===== src/rtl/axis_dsnk_seq.sv =====
// axis_dsnk_seq: run sequencer for the AXI-Stream data sink.
// It issues reset/enable/stop commands to the sink and watches recv_bytes
// against a byte target and a RUN-cycle timeout. After a drain period it
// captures the final byte count and checksum into result registers.
module axis_dsnk_seq #(
  parameter int unsigned C_SETTLE_CYCLES = 2,
  parameter int unsigned C_DRAIN_CYCLES  = 4
) (
  input  logic        AXIS_ACLK,
  input  logic        AXIS_RESET,
  input  logic        start,
  input  logic        abort,
  input  logic [31:0] target_bytes,
  input  logic [31:0] timeout_cycles,
  output logic [31:0] cmd,
  output logic        new_cmd,
  input  logic [31:0] stat,
  input  logic [31:0] recv_bytes,
  input  logic [63:0] checksum,
  output logic        busy,
  output logic        done,
  output logic        timed_out,
  output logic        aborted,
  output logic [31:0] result_bytes,
  output logic [63:0] result_checksum
);

  localparam int unsigned CNT_W = 32;
  localparam int unsigned CMD_W = 32;

  localparam logic [CMD_W-1:0] CMD_ENABLE = CMD_W'(1);
  localparam logic [CMD_W-1:0] CMD_RESET  = CMD_W'(2);
  localparam logic [CMD_W-1:0] CMD_STOP   = CMD_W'(3);

  // Last count value of each wait state; a zero-length drain collapses to one cycle.
  localparam logic [CNT_W-1:0] SETTLE_LAST =
    (C_SETTLE_CYCLES > 0) ? CNT_W'(C_SETTLE_CYCLES - 1) : CNT_W'(0);
  localparam logic [CNT_W-1:0] DRAIN_LAST =
    (C_DRAIN_CYCLES > 0) ? CNT_W'(C_DRAIN_CYCLES - 1) : CNT_W'(0);

  typedef enum logic [2:0] {
    ST_IDLE    = 3'd0,
    ST_RST     = 3'd1,
    ST_SETTLE  = 3'd2,
    ST_EN      = 3'd3,
    ST_RUN     = 3'd4,
    ST_STOP    = 3'd5,
    ST_DRAIN   = 3'd6,
    ST_CAPTURE = 3'd7
  } state_e;

  state_e            state_q;
  logic [CNT_W-1:0]  cnt_q;
  logic [CNT_W-1:0]  cnt_d;
  logic [31:0]       target_q;
  logic [31:0]       timeout_q;
  logic              hit_target_c;
  logic              hit_timeout_c;

  // Sink status is informational only; the sequencer runs purely on its own timing.
  logic stat_unused;
  assign stat_unused = ^stat;

  // Saturating counter increment and RUN exit conditions.
  always_comb begin
    cnt_d         = (cnt_q == {CNT_W{1'b1}}) ? cnt_q : cnt_q + CNT_W'(1);
    hit_target_c  = (target_q != 32'd0) && (recv_bytes >= target_q);
    hit_timeout_c = (timeout_q != 32'd0) && (cnt_q == timeout_q - 32'd1);
  end

  // Sequencer FSM with registered command, status and result outputs.
  always_ff @(posedge AXIS_ACLK) begin
    if (AXIS_RESET) begin
      state_q         <= ST_IDLE;
      cnt_q           <= '0;
      target_q        <= '0;
      timeout_q       <= '0;
      cmd             <= '0;
      new_cmd         <= 1'b0;
      busy            <= 1'b0;
      done            <= 1'b0;
      timed_out       <= 1'b0;
      aborted         <= 1'b0;
      result_bytes    <= '0;
      result_checksum <= '0;
    end else begin
      new_cmd <= 1'b0;
      done    <= 1'b0;
      unique case (state_q)
        ST_IDLE: begin
          if (start) begin
            target_q  <= target_bytes;
            timeout_q <= timeout_cycles;
            timed_out <= 1'b0;
            aborted   <= 1'b0;
            busy      <= 1'b1;
            cnt_q     <= '0;
            state_q   <= ST_RST;
          end
        end

        ST_RST: begin
          if (abort) begin
            aborted <= 1'b1;
            state_q <= ST_STOP;
          end else begin
            cmd     <= CMD_RESET;
            new_cmd <= 1'b1;
            cnt_q   <= '0;
            state_q <= ST_SETTLE;
          end
        end

        ST_SETTLE: begin
          if (abort) begin
            aborted <= 1'b1;
            state_q <= ST_STOP;
          end else if (cnt_q == SETTLE_LAST) begin
            cnt_q   <= '0;
            state_q <= ST_EN;
          end else begin
            cnt_q <= cnt_d;
          end
        end

        ST_EN: begin
          if (abort) begin
            aborted <= 1'b1;
            state_q <= ST_STOP;
          end else begin
            cmd     <= CMD_ENABLE;
            new_cmd <= 1'b1;
            cnt_q   <= '0;
            state_q <= ST_RUN;
          end
        end

        ST_RUN: begin
          cnt_q <= cnt_d;
          if (abort) begin
            aborted <= 1'b1;
            state_q <= ST_STOP;
          end else if (hit_target_c) begin
            state_q <= ST_STOP;
          end else if (hit_timeout_c) begin
            timed_out <= 1'b1;
            state_q   <= ST_STOP;
          end
        end

        ST_STOP: begin
          cmd     <= CMD_STOP;
          new_cmd <= 1'b1;
          cnt_q   <= '0;
          state_q <= ST_DRAIN;
        end

        ST_DRAIN: begin
          if (cnt_q == DRAIN_LAST) begin
            cnt_q   <= '0;
            state_q <= ST_CAPTURE;
          end else begin
            cnt_q <= cnt_d;
          end
        end

        ST_CAPTURE: begin
          result_bytes    <= recv_bytes;
          result_checksum <= checksum;
          done            <= 1'b1;
          busy            <= 1'b0;
          state_q         <= ST_IDLE;
        end

        default: begin
          busy    <= 1'b0;
          state_q <= ST_IDLE;
        end
      endcase
    end
  end

endmodule


===== config.mk =====
export PLATFORM = sky130hd
export DESIGN_NAME = axis_dsnk_seq
export DESIGN_NICKNAME = d
export VERILOG_FILES = /design/src/rtl/axis_dsnk_seq.sv
export SDC_FILE = /design/constraint.sdc
export NUM_CORES = 1
export LEC_CHECK = 0
export BUFFER_PORTS_ARGS = -buffer_cell sky130_fd_sc_hd__buf_2
export CAP_MARGIN = 20
export CORE_ASPECT_RATIO = 2
export CORE_MARGIN = 2
export CORE_UTILIZATION = 30
export CTS_BUF_LIST = sky130_fd_sc_hd__clkbuf_8
export CTS_CLUSTER_DIAMETER = 120
export DETAILED_ROUTE_END_ITERATION = 8
export PLACE_DENSITY = 0.57
export SLEW_MARGIN = 40
export SYNTH_ARGS = -nofsm -noshare
export SYNTH_HDL_FRONTEND = slang
export SYNTH_SLANG_ARGS = --single-unit

===== constraint.sdc =====
create_clock -name AXIS_ACLK -period 3.8 [get_ports AXIS_ACLK]
set_clock_uncertainty 0.2 [all_clocks]
set_input_delay 0.57 -clock AXIS_ACLK [delete_from_list [all_inputs] [get_ports AXIS_ACLK]]
set_output_delay 0.57 -clock AXIS_ACLK [all_outputs]
set_load 0.03 [all_outputs]

; ---- Word level (Yosys, flattened, before mapping)
; Index checks and enable logic that the tools add are counted.
[totals]
ramBits = 0
register_bits = 232
latchBits = 0
output_inout_bits = 133
mem_count = 0
romBits = 0
input_bits = 196
[classes]
reduce_logical = 19
n_bitwise = 0
n_div = 0
multipliers = 0
shifts = 0
n_eq_ne = 23
n_mux = 32
magnitude_cmp = 1
addsub = 2
[ops]
columns = op, n
row1 = 32-bit 2-to-1 mux, 8
row2 = 32-bit case mux with 6 select lines, 1
row3 = 32-bit case mux with 3 select lines, 1
row4 = 32-bit nonzero test, 2
row5 = 32-bit by 1-bit adder with 32-bit output (second input constant), 1
row6 = 32-bit by 1-bit == test with 1-bit output (second input constant), 1
row7 = 32-bit by 2-bit == test with 1-bit output (second input constant), 1
row8 = 32-bit == test, 1
row9 = 32-bit == test (second input constant), 1
row10 = 32-bit >= comparator, 1
row11 = 32-bit by 1-bit subtractor with 32-bit output (second input constant), 1
row12 = 3-bit 2-to-1 mux, 8
row13 = 3-bit case mux with 8 select lines, 1
row14 = 2-bit inequality test (second input constant), 9
row15 = 3-bit == test (second input constant), 4
row16 = 1-bit 2-to-1 mux, 9
row17 = 1-bit case mux with 2 select lines, 4
row18 = 4-bit AND reduction, 2
row19 = 3-bit by 2-bit == test with 1-bit output (second input constant), 2
row20 = 3-bit AND reduction, 2
row21 = 2-bit nonzero test, 3
row22 = 6-bit nonzero test, 1
row23 = 5-bit AND reduction, 1
row24 = 4-bit inequality test (second input constant), 1
row25 = other kinds (9), 11

; ---- Depth between registers and ports, before layout
; Gate-level depths: netlist of the first run.
[logic_depth]
word_depth = 7
ltp_mapped = 10
depth_no_buf = 9

; ---- Worst setup path after synthesis of the first run
; OpenSTA, ideal clock, no wires.
[synth_timing]
kind = register to register
startpoint = register timeout_q[0]
endpoint = register state_q[0]
setup_time_ps = 100
stages_incl_launch_ff = 11
setup_slack_ps = 321
t_arrival_ps = 3180
required_time_ps = 3500
path_cell_list = dfxtp_1 -> inv_1 -> ha_1 -> or4b_1 -> or4_1 -> buf_2 -> or4_4 -> a2111oi_2 -> o2111ai_1 -> nand4b_4 -> a2111oi_4
[synth_via]
elab_chain_len = 5
word_cells_on_any_way = 6
[synth_lines]
columns = element, line_no
row1 = "start, declared", 56  ; logic [31:0] timeout_q;
row2 = "start signal, assigned", 93  ; timeout_q <= timeout_cycles;
row3 = 32-bit by 1-bit subtractor with 32-bit output, 68  ; hit_timeout_c = (timeout_q != 32'd0) && (cnt_q == timeout_q - 32'd1);
row4 = 32-bit == test, 68
row5 = 1-bit logical AND (*), 68
row6 = 4-bit inequality test (no line) (*), n/a
row7 = 4-bit AND reduction (no line) (*), n/a
row8 = "end signal, assigned", 74  ; state_q <= ST_IDLE;
row9 = "end signal, assigned", 98  ; state_q <= ST_RST;
row10 = "end signal, assigned", 105  ; state_q <= ST_STOP;
row11 = "end, declared", 52  ; state_e state_q;
; Every way passes the cells marked *; elsewhere a longest branch is shown, timed or not.
; A chain may end at the register's enable or synchronous reset.

; ---- Worst setup path in the final report of the first run
; Ends and elaborated chain as after synthesis.

==> results of run 1 <==
-- per-stage QoR --
stage	power (mW)	cells	hold WS, ns	setup slack, ns	instance area [sq um]
after global routing	5.78	1977	0.0389	0.0797	12200
final	5.48	1977	0.0646	0.224	12200
after global placement	3.45	1910	0.239	0.265	11500
after floorplan	3.10	1292	0.236	0.321	9880
after detailed placement	3.47	1911	0.243	0.277	11500
after CTS	5.58	1970	0.0162	0.231	12200
-- Yosys cell counts, drive strengths merged, types with 14 or more instances --
library cell	instances	area share (%)
buf	40	2.8
nor3	21	1.1
clkbuf	63	2.4
nor4	27	1.8
ha	35	4.5
o21ai	17	0.87
inv	45	1.7
dfxtp	202	41
nand4	21	1.3
a21oi	183	9.4
nand2	344	13
a21o	14	1.1
nor2	52	2.0
xnor2	38	3.4
nand3	17	0.87
xor2	29	2.6
-- layout make-up --
class	instances	area [sq um]
diodes	7	17.5
clock buffers	44	606
clock inverters	15	110
fillers	3486	19900
inverters	45	169
multi-input cells	942	5180
flip-flops and latches	202	4040
well taps	427	534
repair buffers	295	1580
-- critical path, cell delays in order (launching register included) --
cell       delay [ns]
dfxtp_1          0.35
inv_1            0.07
ha_1             0.18
or4b_1           0.50
or4_1            0.46
buf_4            0.19
nor4b_1          0.30
o22ai_1          0.13
nor4b_1          0.42
buf_4            0.20
nand4b_4         0.13
a2111oi_4        0.35
-- registers in the layout (all words and copies together) (netlist names) --
register	flops
aborted	1
busy	1
cmd	2
cnt_q	32
done	1
new_cmd	1
result_bytes	32
result_checksum	64
state_q	3
target_q	32
timed_out	1
timeout_q	32
-- report_power, final --
group | internal (mW) | total [mW] | switching (mW)
Sequential | 2.21 | 2.31 | 0.107
Combinational | 0.447 | 1.10 | 0.649
Clock | 1.17 | 2.07 | 0.906
-- final timing paths --
kind / from / to / cells after the start
worst min-delay path: target_bytes[25] / target_q[25] / 3
worst max register to register: timeout_q[0] / state_q[0] / 11
worst min register to register: result_checksum[54] / result_checksum[54] / 2
worst max-delay path: timeout_q[0] / state_q[0] / 11
-- logic make-up (layout without fill, tap and decap cells) --
kind of cell             after synthesis  count (layout)  synth area share (%)
AO/OA/AOI/OAI                        252             252                  14.7
XOR/XNOR                              67              67                  6.01
other                                  1              37                0.0384
buffers and inverters                148             399                  6.93
flip-flops                           202             202                  41.4
AND/OR/NAND/NOR                      552             552                  25.8
multiplexers                           5               5                 0.538
adder cells (fa/ha/maj)               36              36                  4.58
-- layer usage --
layer / vias to the layer above / share of wire [%] / global-route usage (%)
met3: 91 / 4.1 / 3.01
met2: 283 / 56 / 36.8
li1: 4753 / - / -
met5: - / 0.083 / 0
met4: 4 / 5.8 / 13.0
met1: 4401 / 34 / 17.4
==> results.py, run 1 <==
metrics = {
    "critical_path": {
        "cp.required_ns": 4.03,
        "r2r_slack_ns": 0.22,
        "critPathKind": "flop to flop",
        "crit_path_start_kind": "flop",
        "worstPathMaxFanout": 8,
        "critPathArrivalTime_ns": 3.80,
        "crit_path_end_kind": "flop",
    },
    "timing": {
        "finalCritPeriodShare_pct": 94.1,
        "min_period_ns": 3.58,
        "relSlewSlack_pct": 51.9,
        "final-max-slew-violation-count": 0,
        "clock.fmax_ghz": 0.280,
        "final-hold-violation-count": 0,
        "finalSetupTns_ns": 0,
        "rsz0062_at_grt": "false",
        "setup-violations-final": 0,
        "worst_pin_slew_ns": 0.719,
    },
    "cts": {
        "cts_setup_buffers": 0,
        "cts-buffers-inserted": 34,
        "htree_levels": 2,
        "cts.reportedPaths.clkPinSlew_ns": 0.07,
        "root_buffer": "clkbuf_8",
        "ctsResizeCount": 0,
        "clk_path_buf_depth": 3,
        "tritoncts": "yes",
        "cts.sinks": 202,
        "clk_latency_ns": 0.53,
        "hold_buffers": 0,
    },
    "flow_run": {
        "drv_cap": 0,
    },
    "floorplanning": {
        "io_pins": 329,
        "die_w_microns": 132,
        "rows": 93,
        "core-area_sq_mm": 0.0321,
        "die_h_microns": 259,
        "initial_core_util_pct": 30.4,
        "die_area_sq_mm": 0.0341,
    },
    "routing": {
        "wire_per_inst_microns": 16.4,
        "viasPerCell": 4.82,
        "drtIter0Drc": 358,
        "wl_mm": 32.5,
        "dr.pass1.iters": 4,
        "ant_nets": 0,
        "vias": 9532,
        "drcViolationCount": 0,
    },
    "synth": {
        "synthCells": 1263,
        "syn_avg_cell_area_sq_um": 7.74,
        "synth-main-ff-cell": "dfxtp_1",
        "synth_edf_count": 0,
        "yosysUniqueCellTypes": 62,
        "ys_ff_latch": 202,
        "syn_area_sq_mm": 0.00977,
        "yosys_warnings": 0,
        "async_reset_ff_share_pct": 0,
        "ys_seq_area_share_pct": 41.4,
    },
    "status": {
        "run_status": "finished, final reports clean",
    },
    "layout": {
        "final_util_pct": 38.1,
        "area_delta_synth_final_pct": 25.2,
        "fin_nets": 1751,
        "drive_above_1_share_pct": 23.3,
        "mostFrequentLayoutCells": "nand2_1 (342), buf_2 (265), dfxtp_1 (202)",
        "final_common_cell": "nand2_1",
    },
    "worst_hold_path": {
        "hp-class": "input pin to flop",
    },
    "placed_design": {
        "gp_congestion": 0.983,
        "io_buffers": 266,
        "hpwl_mm": 24.8,
    },
    "global_routing": {
        "antenna_found_initial": 9,
        "track_usage_pct": 18.8,
        "grt_max_degree": 68,
        "overflow": 0,
        "grt_pass1_vias": 9637,
        "grt_pass1_wl_mm": 50.8,
    },
    "pwr": {
        "p_leak_nw": 5.10,
        "ir_drop_v": 0.000236,
        "powerDensity_mw_per_mm2": 448,
    },
}
No activity file was read; power rests on OpenSTA's default activity.
==> run 2: changes to the inputs <==
Settings changed: CORE_UTILIZATION 30 to 52, PLACE_DENSITY 0.57 to 0.87.
==> results.py, run 2 (synthesized netlist as in run 1, its figures left out) <==
metrics = {
    "pwr": {
        "powerDensity_mw_per_mm2": 436,
        "ir_drop_v": 0.000393,
        "total_power_mw": 5.14,
        "p_leak_nw": 4.96,
    },
    "global_routing": {
        "track_usage_pct": 27.6,
        "antenna_found_initial": 3,
        "grt_pass1_vias": 9411,
        "overflow": 0,
        "grt_max_degree": 99,
        "grt_pass1_wl_mm": 44.7,
    },
    "layout": {
        "instances_no_fill": 1747,
        "drive_above_1_share_pct": 22.8,
        "n_fill_cell": 1611,
        "mostFrequentLayoutCells": "nand2_1 (342), buf_2 (265), dfxtp_1 (202)",
        "ff_latch_area_sq_mm": 0.00404,
        "final_util_pct": 63.2,
        "top_register": "result_checksum",
        "final_common_cell": "nand2_1",
        "multi_input_area_sq_mm": 0.00519,
        "largest_reg_flops": 64,
        "area_delta_synth_final_pct": 20.6,
        "fin_nets": 1736,
        "finalInstanceArea_sq_mm": 0.0118,
    },
    "critical_path": {
        "worstPathMaxFanout": 7,
        "critPathArrivalTime_ns": 3.90,
        "path_cells": "inv_1 > ha_1 > or4b_1 > or4_1 > or4_4 > a2111oi_2 > o2111ai_1 > nand4b_4 > a2111oi_4",
        "critPathLaunch": "timeout_q[0]",
        "rr_worst_depth": 9,
        "timing.rr.start": "timeout_q[0]",
        "slowest_delay_ns": 0.53,
        "crit_path_start_kind": "flop",
        "critPathSlowestCell": "or4b_1",
        "cp.required_ns": 4.07,
        "critPathKind": "flop to flop",
        "crit_path_end_kind": "flop",
    },
    "placed_design": {
        "dpl-instance-area_sq_mm": 0.0112,
        "dp.cells": 1693,
        "hpwl_mm": 20.9,
        "place_ws_ns": 0.191,
        "gp_congestion": 1.03,
        "io_buffers": 266,
    },
    "timing": {
        "final-hold-violation-count": 0,
        "fin_hold_ws_ns": 0.0371,
        "relSlewSlack_pct": 51.2,
        "rsz0062_at_grt": "false",
        "finalSetupTns_ns": 0,
        "final-max-slew-violation-count": 0,
        "setup-violations-final": 0,
        "timing.final.ws_setup_ns": 0.169,
        "worst_pin_slew_ns": 0.725,
        "finalCritPeriodShare_pct": 95.6,
        "clock.fmax_ghz": 0.275,
        "min_period_ns": 3.63,
    },
    "cts": {
        "clk_path_buf_depth": 3,
        "clk_latency_ns": 0.57,
        "htree_levels": 1,
        "root_buffer": "clkbuf_8",
        "tritoncts": "yes",
        "cts.reportedPaths.clkPinSlew_ns": 0.07,
        "hold_buffers": 0,
        "cts-buffers-inserted": 29,
        "cts.sinks": 202,
    },
    "status": {
        "run_status": "finished, final reports clean",
    },
    "routing": {
        "drcViolationCount": 0,
        "drtIter0Drc": 419,
        "vias": 9650,
        "dr.pass1.iters": 5,
        "viasPerCell": 5.52,
        "wire_per_inst_microns": 16.2,
        "wl_mm": 28.3,
        "ant_nets": 0,
    },
    "floorplanning": {
        "die_w_microns": 101,
        "core-area_sq_mm": 0.0187,
        "die_h_microns": 198,
        "die_area_sq_mm": 0.0200,
        "rows": 71,
        "io_pins": 329,
        "initial_core_util_pct": 52.4,
    },
    "worst_hold_path": {
        "min-delay-start": "timeout_cycles[28]",
        "hold_depth": 3,
        "hp-class": "input pin to flop",
    },
    "flow_run": {
        "drv_cap": 0,
    },
}
run 2: repair_timing:
item                                    4_1_cts  5_1_grt
endpoints found under the setup margin        0        2
setup buffers                                 0        0
endpoints found under the hold margin         0        0
gates resized for setup                       0        1
run 2: final cells by class:
cell class                      count  share of cell area [%]
Antenna cell                        2                  0.0425
Clock buffer                       39                    4.56
Clock inverter                     13                   0.520
Inverter                           45                    1.43
Multi-Input combinational cell    942                    44.1
Sequential cell                   202                    34.3
Tap cell                          219                    2.33
Timing Repair Buffer              285                    12.7
run 2: power breakdown:
part | leakage [nW] | internal (mW) | switching, mW
sequential | 1.64 | 2.21 | 0.113
clock | 0.334 | 0.915 | 0.820
combinational | 2.99 | 0.439 | 0.645
total | 4.96 | 3.56 | 1.58
run 2: path summary, 6_finish.rpt:
check        slack (ns)                   to
max                0.17           state_q[0]
min                0.04        timeout_q[28]
max reg2reg        0.17           state_q[0]
min reg2reg        0.25  result_checksum[29]
run 2: routing by layer:
metal  vias up  global-route usage [%]  routed length, microns
met2       372                    52.7                   15700
met1      4482                    27.7                    9640
met4         2                    14.7                    1420
li1       4695                       -                       -
met3        99                    4.41                    1560
met5         -                       0                      11
run 2: worst max-delay path, delay by kind of cell, from the launching register on:
kind | cells | cell delay, ns
flip-flops | 1 | 0.36
buffers and inverters | 1 | 0.07
AND/OR/NAND/NOR | 4 | 1.75
adder cells (fa/ha/maj) | 1 | 0.28
AO/OA/AOI/OAI | 3 | 0.86
==> run 3: changes to the inputs <==
Settings changed: CTS_BUF_LIST sky130_fd_sc_hd__clkbuf_8 to sky130_fd_sc_hd__clkbuf_4.
==> results.py, run 3 (synthesized netlist as in run 1, its figures left out) <==
metrics = {
    "critical_path": {
        "regToRegEndpoint": "state_q[0]",
        "crit_path_start_kind": "flop",
        "critPathArrivalTime_ns": 3.98,
        "crit_path_end_kind": "flop",
        "slowest_delay_ns": 0.54,
        "cp.required_ns": 4.15,
        "path_buf_inv": 1,
        "critPathKind": "flop to flop",
        "cp_top_family": "simple AND/OR/NAND/NOR gates",
        "path_cells": "inv_1 > ha_2 > or4b_1 > or4_1 > or4_4 > a2111oi_2 > o2111ai_1 > nand4b_4 > a2111oi_4",
        "critPathLaunch": "timeout_q[0]",
        "timing.rr.start": "timeout_q[0]",
        "critPathSlowestCell": "or4_4",
        "rr_worst_depth": 9,
        "r2r_slack_ns": 0.17,
        "worstPathMaxFanout": 7,
        "cp.depth": 9,
    },
    "routing": {
        "viasPerCell": 5.90,
        "wl_mm": 36.9,
        "vias": 11400,
        "dr.pass1.iters": 7,
        "drcViolationCount": 0,
        "ant_nets": 0,
        "drtIter0Drc": 777,
        "wire_per_inst_microns": 19.1,
    },
    "global_routing": {
        "antenna_found_initial": 2,
        "grt_max_degree": 99,
        "grt_pass1_wl_mm": 57.0,
        "track_usage_pct": 35.8,
        "grt_pass1_vias": 11700,
        "overflow": 0,
    },
    "worst_hold_path": {
        "hold_depth": 3,
        "hp-class": "input pin to flop",
        "worstHoldEndpoint": "result_checksum[20]",
        "min-delay-start": "checksum[20]",
    },
    "layout": {
        "n_fill_cell": 1263,
        "largest_reg_flops": 64,
        "mostFrequentLayoutCells": "nand2_1 (342), buf_2 (265), dfxtp_1 (202)",
        "fin_nets": 1911,
        "finalInstanceArea_sq_mm": 0.0133,
        "drive_above_1_share_pct": 21.9,
        "area_delta_synth_final_pct": 36.6,
        "top_register": "result_checksum",
        "final_common_cell": "nand2_1",
    },
    "timing": {
        "timing.final.ws_setup_ns": 0.166,
        "rsz0062_at_grt": "false",
        "worst_pin_slew_ns": 0.698,
        "clock.fmax_ghz": 0.275,
        "min_period_ns": 3.63,
        "final-hold-violation-count": 0,
        "relSlewSlack_pct": 53.5,
        "finalCritPeriodShare_pct": 95.6,
        "setup-violations-final": 0,
        "finalSetupTns_ns": 0,
        "final-max-slew-violation-count": 0,
    },
    "cts": {
        "root_buffer": "clkbuf_4",
        "cts.sinks": 202,
        "clk_path_buf_depth": 3,
        "tritoncts": "yes",
        "clk_latency_ns": 0.66,
        "cts.reportedPaths.clkPinSlew_ns": 0.08,
        "cts-buffers-inserted": 47,
        "htree_levels": 2,
    },
    "placed_design": {
        "dpl-instance-area_sq_mm": 0.0112,
        "place_ws_ns": 0.191,
        "gp_congestion": 1.03,
        "hpwl_mm": 20.9,
        "io_buffers": 266,
    },
    "floorplanning": {
        "die_h_microns": 198,
        "die_w_microns": 101,
        "rows": 71,
        "io_pins": 329,
        "core-area_sq_mm": 0.0187,
        "die_area_sq_mm": 0.0200,
        "initial_core_util_pct": 52.4,
    },
    "pwr": {
        "ir_drop_v": 0.000281,
        "clkPwrFrac_pct": 33.6,
        "p_leak_nw": 5.63,
        "powerDensity_mw_per_mm2": 406,
        "power_switching_mw": 1.75,
        "power_frac_comb_pct": 23.5,
        "intPower_mw": 3.66,
        "switching_share_pct": 32.3,
        "pwr-share-seq_pct": 42.9,
        "total_power_mw": 5.41,
    },
    "flow_run": {
        "drv_cap": 0,
    },
    "status": {
        "run_status": "finished, final reports clean",
    },
}
run 3: cell types whose count changed in the layout (fill, tap and decap cells not counted), sizes merged:
cell / delta
dlygate4sd3: +157
clkbuf: +25
clkinv: +5
bufinv: +2
inv: -6
clkinvlp: -2
run 3: metal layers:
layer  share of wire [%]  wire length, microns  track usage (%)
met5               0.033                    12                0
met4                 9.3                  3440             29.3
met3                 7.1                  2610             7.80
met2                  52                 19000             64.5
met1                  32                 11800             33.5
run 3: final cells by class:
type                            count  area (sq um)  share of cell area (%)
Clock buffer                       64           480                    3.60
Sequential cell                   202          4040                    30.3
Clock inverter                     12           100                   0.750
Tap cell                          219           274                    2.05
Multi-Input combinational cell    942          5200                    39.0
Timing Repair Buffer              442          3070                    23.0
Inverter                           45           169                    1.27
Antenna cell                        2          5.00                  0.0375
run 3: what timing repair did:
| item | 4_1_cts | 5_1_grt |
|---|---|---|
| setup buffers | 0 | 0 |
| setup endpoints to repair | 0 | 1 |
| hold buffers | 157 | 0 |
| endpoints found under the hold margin | 157 | 0 |
| resized for setup | 0 | 3 |
run 3: stage by stage:
| stage | hold slack (ns) | instances | utilization [%] |
|---|---|---|---|
| floorplan | 0.236 | 1292 | - |
| global placement | 0.236 | 1692 | 59.7 |
| detailed placement | 0.243 | 1693 | 59.9 |
| CTS | 0.00156 | 1926 | 71.4 |
| global route | 0.00963 | 1927 | 71.5 |
| finish | 0.0130 | 1928 | 71.5 |
run 3: how the worst max path moves through the flow:
stage | to | slack [ns]
finish | state_q[0] | 0.17
global route | state_q[0] | 0.07
CTS | state_q[0] | 0.17
detailed placement | state_q[0] | 0.19
global placement | state_q[0] | 0.24
floorplan | state_q[0] | 0.32
run 3: worst reg2reg max path: stages (launching register included):
cell	delay (ns)
dfxtp_1	0.36
inv_1	0.08
ha_2	0.24
or4b_1	0.52
or4_1	0.47
or4_4	0.54
a2111oi_2	0.37
o2111ai_1	0.16
nand4b_4	0.23
a2111oi_4	0.35
run 3: power groups by stage:
stage	clock network (mW)	registers, mW	logic (mW)
2_1_floorplan	0	2.34	0.753
3_5_place_dp	0	2.36	1.06
5_1_grt	1.92	2.33	1.36
4_1_cts	1.80	2.31	1.20
3_3_place_gp	0	2.35	1.03
6_report	1.82	2.32	1.27
